--- src/rtl/led_pwm_if.sv ---
// -----------------------------------------------------------------------------
// led_pwm_if -- duty-write port of the LED PWM driver.
//
// Signals
//   wr_valid  master -> slave  write request
//   wr_ready  slave  -> master slave can accept a write this cycle
//   wr_idx    master -> slave  target channel (IDX_W bits)
//   wr_duty   master -> slave  new duty for the channel (DUTY_W bits)
//
// Handshake: a write transfers on every rising clk edge where wr_valid and
// wr_ready are both high. The master holds wr_idx/wr_duty stable while
// wr_valid is high and not yet accepted. wr_ready may fall without wr_valid
// being high; the master must not wait for wr_ready before raising wr_valid.
// -----------------------------------------------------------------------------
interface led_pwm_if #(
   parameter int IDX_W  = 3,
   parameter int DUTY_W = 8
);
   logic              wr_valid;
   logic              wr_ready;
   logic [IDX_W-1:0]  wr_idx;
   logic [DUTY_W-1:0] wr_duty;

   modport master (output wr_valid, output wr_idx, output wr_duty, input wr_ready);
   modport slave  (input wr_valid, input wr_idx, input wr_duty, output wr_ready);
endinterface

--- src/rtl/led_pwm.sv ---
// -----------------------------------------------------------------------------
// led_pwm -- per-LED PWM brightness driver for the LED bank.
//
// Duty values arrive over the write port into shadow (pending) registers and
// are copied into the active registers only at the frame boundary, so a frame
// is never torn. A frame is 2^DUTY_W phase slots of PRESCALE clocks each.
//
// Ports
//   clk          system clock, rising edge
//   rst          asynchronous, active-high reset
//   wr           led_pwm_if.slave write port (wr_ready is low only in the
//                commit cycle, once per frame)
//   enable       global output enable; 0 forces every LED off
//   led          registered PWM outputs, one per channel
//   frame_start  one-cycle pulse on the first cycle of each frame's led output
//
// Parameters: PRESCALE must be >= 2; 2^IDX_W must be >= N_LEDS.
// -----------------------------------------------------------------------------
module led_pwm #(
   parameter int N_LEDS   = 8,
   parameter int DUTY_W   = 8,
   parameter int PRESCALE = 97,
   parameter int IDX_W    = 3
) (
   input  logic              clk,
   input  logic              rst,
   led_pwm_if.slave          wr,
   input  logic              enable,
   output logic [N_LEDS-1:0] led,
   output logic              frame_start
);

   localparam int                PRE_W      = (PRESCALE > 1) ? $clog2(PRESCALE) : 1;
   localparam logic [PRE_W-1:0]  PRE_LAST   = PRE_W'(PRESCALE - 1);
   localparam logic [DUTY_W-1:0] PHASE_LAST = '1;

   logic [PRE_W-1:0]  pre_cnt;
   logic [DUTY_W-1:0] phase;
   logic [DUTY_W-1:0] phase_nxt;
   logic              tick;
   logic              commit;
   logic              wr_fire;

   logic [DUTY_W-1:0] pending    [N_LEDS];
   logic [DUTY_W-1:0] active     [N_LEDS];
   logic [DUTY_W-1:0] active_nxt [N_LEDS];

   assign tick   = (pre_cnt == PRE_LAST);
   assign commit = tick && (phase == PHASE_LAST);

   // The commit cycle reads every pending register, so writes are refused for
   // that single cycle; a held request completes on the next cycle.
   assign wr.wr_ready = ~commit;
   assign wr_fire     = wr.wr_valid && wr.wr_ready;

   // Phase and duties as they will be after this edge. The led register is
   // computed from these so that, in the cycle frame_start is high, led
   // already shows phase 0 with the freshly committed duties.
   always_comb begin
      phase_nxt = phase;
      if (tick) begin
         phase_nxt = phase + 1'b1;
      end
   end

   always_comb begin
      for (int i = 0; i < N_LEDS; i++) begin
         active_nxt[i] = commit ? pending[i] : active[i];
      end
   end

   always_ff @(posedge clk or posedge rst) begin
      if (rst) begin
         pre_cnt <= '0;
         phase   <= '0;
      end else begin
         pre_cnt <= tick ? '0 : pre_cnt + 1'b1;
         phase   <= phase_nxt;
      end
   end

   // An index with no matching channel completes the handshake but matches
   // no register, so nothing changes.
   always_ff @(posedge clk or posedge rst) begin
      if (rst) begin
         for (int i = 0; i < N_LEDS; i++) begin
            pending[i] <= '0;
            active[i]  <= '0;
         end
      end else begin
         for (int i = 0; i < N_LEDS; i++) begin
            if (wr_fire && (wr.wr_idx == IDX_W'(i))) begin
               pending[i] <= wr.wr_duty;
            end
            active[i] <= active_nxt[i];
         end
      end
   end

   always_ff @(posedge clk or posedge rst) begin
      if (rst) begin
         led         <= '0;
         frame_start <= 1'b0;
      end else begin
         for (int i = 0; i < N_LEDS; i++) begin
            led[i] <= enable && (phase_nxt < active_nxt[i]);
         end
         frame_start <= commit;
      end
   end

endmodule
--- src/flat_wrapper.sv ---
// flat-port wrapper written by rule: the top's interface ports become plain ports
module led_pwm_flat 
#(
   parameter int N_LEDS   = 8,
   parameter int DUTY_W   = 8,
   parameter int PRESCALE = 97,
   parameter int IDX_W    = 3
)
  (clk, rst, enable, led, frame_start, wr_wr_valid, wr_wr_idx, wr_wr_duty, wr_wr_ready);
  led_pwm_if #(.IDX_W(IDX_W), .DUTY_W(DUTY_W)) wr_i ();
  input  logic clk;
  input  logic rst;
  input  logic enable;
  output logic [N_LEDS-1:0] led;
  output logic frame_start;
  input wire logic [$bits(wr_i.wr_valid)-1:0] wr_wr_valid;
  input wire logic [$bits(wr_i.wr_idx)-1:0] wr_wr_idx;
  input wire logic [$bits(wr_i.wr_duty)-1:0] wr_wr_duty;
  output wire logic [$bits(wr_i.wr_ready)-1:0] wr_wr_ready;
  assign wr_i.wr_valid = wr_wr_valid;
  assign wr_i.wr_idx = wr_wr_idx;
  assign wr_i.wr_duty = wr_wr_duty;
  assign wr_wr_ready = wr_i.wr_ready;
  led_pwm #(.N_LEDS(N_LEDS), .DUTY_W(DUTY_W), .PRESCALE(PRESCALE), .IDX_W(IDX_W)) u_core (.clk(clk), .rst(rst), .wr(wr_i), .enable(enable), .led(led), .frame_start(frame_start));
endmodule
--- config.mk ---
export PLATFORM = sky130hd
export DESIGN_NAME = led_pwm_flat
export DESIGN_NICKNAME = d
export VERILOG_FILES = /design/src/rtl/led_pwm_if.sv /design/src/rtl/led_pwm.sv /design/src/flat_wrapper.sv
export SDC_FILE = /design/constraint.sdc
export NUM_CORES = 1
export LEC_CHECK = 0
export ABC_CLOCK_PERIOD_IN_PS = 6900
export BUFFER_PORTS_ARGS = -buffer_cell sky130_fd_sc_hd__buf_4
export CORE_ASPECT_RATIO = 1.2
export CORE_MARGIN = 5
export CORE_UTILIZATION = 40
export DETAILED_ROUTE_END_ITERATION = 8
export SLEW_MARGIN = 30
export SYNTH_ARGS = -nofsm -noshare
export SYNTH_HDL_FRONTEND = slang
export SYNTH_SLANG_ARGS = --single-unit
--- constraint.sdc ---
create_clock -name clk -period 6.9 [get_ports clk]
set_input_delay 1.035 -clock clk [delete_from_list [all_inputs] [get_ports clk]]
set_output_delay 1.035 -clock clk [all_outputs]
set_load 0.03 [all_outputs]
==> impl_metrics.toml <==
[status]
status = "finished, final reports clean"

[timing]
hold_ws_ps = 485
period_share_pct = 61.4
tightest_slew_ps = 957
slew_headroom_pct = 35.8
slew_viol_final = 0
rsz0062_at_grt = "false"
period_minus_slack_ps = 4240
finClkSkew_ps = 4.32
hold_viol_final = 0
fmax_mhz = 236
setup_viol_count_final = 0
fin_tns_setup_ps = 0

[synth]
synthArstFlopShare_pct = 100
synth.mux.area_fraction_pct = 19.3
synth_cell_types = 33
synth_top_family_by_area = "multiplexers"
yosysWarningCount = 0
synth_cells = 585
synth_fa_ha_area_share_pct = 10.0
synth_compound_gate_area_share_pct = 5.96
yosys.area_share.simple_pct = 7.10
ys_ff_latch = 152
syn_nets = 659
avgSynthCellArea_um2 = 12.6
ys_seq_area_share_pct = 51.7
synthFlopType = "dfrtp_1"
synth_edf_count = 0
synth_xor_area_share_pct = 1.43
synth_area_mm2 = 0.00735

[clock_tree]
worstSkewPairLatency_ps = 420
cts_root_buf = "clkbuf_16"
cts_resized = 0
cts_hold_buffers = 0
clkTransAtPathRegs_ps = 60
clkSinkCount = 152
clockBufferDepth = 2
cts_tree = "yes"
cts_max_level = 4
tritoncts.num_buffers = 17
cts_setup_buffers = 0

[critical_path]
cp_slowest_stage_delay_ps = 710
path_common_cell = "buf_4"
critPathLaunchType = "flip-flop"
r2r_slack_ps = 3000
path_class = "reg -> out"
crit_path_cell_trace = "ha_1 -> and3_1 -> and4_4 -> buf_4 -> inv_1 -> buf_4"
crit_arrival_ps = 3200
reg2regPathDepth = 9
setup.worst_path.end_class = "output port"
slowest_stage = "buf_4"
startpoint = "u_core.phase[0]"
cp-endpoint = "wr_wr_ready"
worst-path-max-fanout = 48
reg2reg_to = "u_core.led[1]"
r2r_start = "u_core.phase[0]"
critPathRequiredTime_ps = 5860

[detailed_routing]
drt_iter0_drc = 208
viasPerCell = 5.33
drt-total-wl_um = 16100
vias = 4565
firstDrtPassIters = 4
drc = 0
ant_nets = 0
wire_per_inst_um = 18.8

[die]
num_io_pins = 25
start_util_pct = 40.6
die_h_um = 159
rows = 54
die_x_um = 134
core_mm2 = 0.0181
die-area_mm2 = 0.0212

[pwr]
swShare_pct = 20.7
power.density_mw_per_mm2 = 254
p_clk_share_pct = 46.0
power.switching_uw = 442
finalPower_uw = 2130
ir_worst_vdd_uv = 152
p_seq_share_pct = 47.7
p_int_uw = 1690
leakage_uw = 0.00429
combPwrFrac_pct = 6.3

[layout]
area_delta_synth_final_pct = 14.4
drive_gt1_share_pct = 23.9
final_common_cell = "dfrtp_1"
diodes = 0
nNetsFinal = 695
final_cell_mix = "152 x dfrtp_1, 73 x mux2_2, 59 x inv_1, 59 x ha_1, 48 x mux2i_1"

[global_route]
grt_pass1_vias = 4903
grt_first_pass_wirelength_um = 26500
antenna_found_initial = 0
grt_usage_pct = 16.3
gr-total-overflow = 0
grt_max_degree = 93

[worst_hold_path]
min_from = "u_core.active[60]"
min_path_type = "reg -> reg"

[run]
cap_violations = 0

[place]
gp_congestion = 0.796
port_buffers = 24
hpwl_um = 10900
==> state kept, by name, indices dropped and copies added (netlist names) <==
name	count
u_core.led	8
u_core.pending	64
u_core.phase	8
u_core.frame_start	1
u_core.pre_cnt	7
u_core.active	64
==> how the worst min path moves through the flow <==
stage / depth (start not counted) / to / slack, ps
detailed placement: 2 / u_core.active[44] / 480
floorplan: 2 / u_core.active[10] / 450
global route: 1 / u_core.pending[37] / 510
CTS: 2 / u_core.active[44] / 490
global placement: 2 / u_core.active[22] / 470
finish: 2 / u_core.active[60] / 490
==> layer usage <==
| layer | vias to the layer above | part of all wire (%) | GRT usage (%) |
|---|---|---|---|
| li1 | 2132 | - | - |
| met1 | 2341 | 47 | 21.5 |
| met2 | 68 | 48 | 26.5 |
| met3 | 24 | 2.8 | 3.26 |
| met4 | 0 | 2.5 | 6.66 |
| met5 | - | 0 | 0 |
==> critical path, delay by kind of cell, from the launching register on <==
kind / cells / cell delay, ps
buf+inv: 3 / 990
flops: 1 / 440
fa+ha+maj: 1 / 260
simple gates: 2 / 1050
==> kinds of logic (layout without fill, tap and decap cells) <==
logic type	count (synthesis)	in the layout
xor gates and xnor gates	12	12
and+or+nand+nor	88	88
muxes	129	129
DFF	152	152
buffers and inverters	75	123
AOI/OAI and AO/OA	70	70
adders and majority gates	59	59
==> power by group through the flow <==
stage                     combinational [uW]  sequential [uW]  clock, uW
after floorplan                          104             1020          0
after global placement                   133             1030          0
after detailed placement                 138             1030          0
after CTS                                138             1020       1010
after global routing                     149             1030       1050
final                                    135             1020        981
==> cell type report <==
| type | instances | area [um2] |
|---|---|---|
| clock inverter | 9 | 145 |
| fill | 1668 | 9690 |
| sequential | 152 | 3800 |
| tap | 224 | 280 |
| clock buffer | 22 | 484 |
| timing repair buffer | 32 | 240 |
| multi-input combinational | 358 | 3230 |
| inverter | 60 | 230 |
==> cell usage after synthesis, drive strengths merged, types with 3 or more instances <==
master | n | area [um2]
mux2 | 81 | 942
nand3 | 22 | 110
xnor2 | 8 | 70.1
a21o | 19 | 143
clkbuf | 3 | 11.3
nand2 | 16 | 60.1
nor3 | 4 | 40.0
mux2i | 48 | 480
o21ai | 13 | 65.1
buf | 12 | 86.3
a211oi | 6 | 45.0
ha | 59 | 738
and4 | 7 | 63.8
xor2 | 4 | 35.0
a221o | 5 | 50.1
nor2 | 5 | 18.8
nand2b | 8 | 50.1
inv | 60 | 225
and3 | 8 | 50.1
nand3b | 3 | 22.5
nand4 | 7 | 43.8
a21oi | 27 | 135
dfrtp | 152 | 3800
==> metrics by stage <==
step / utilization, % / area, um2 / std cells / setup slack (ps)
3_3_place_gp: 43.0 / 7780 / 826 / 3140
5_1_grt: 46.5 / 8410 / 857 / 2490
4_1_cts: 46.4 / 8410 / 857 / 2680
6_report: 46.5 / 8410 / 857 / 2660
3_5_place_dp: 43.0 / 7780 / 826 / 3090
2_1_floorplan: - / 7350 / 585 / 1770
Note: power is estimated with default switching activity, not from simulation.
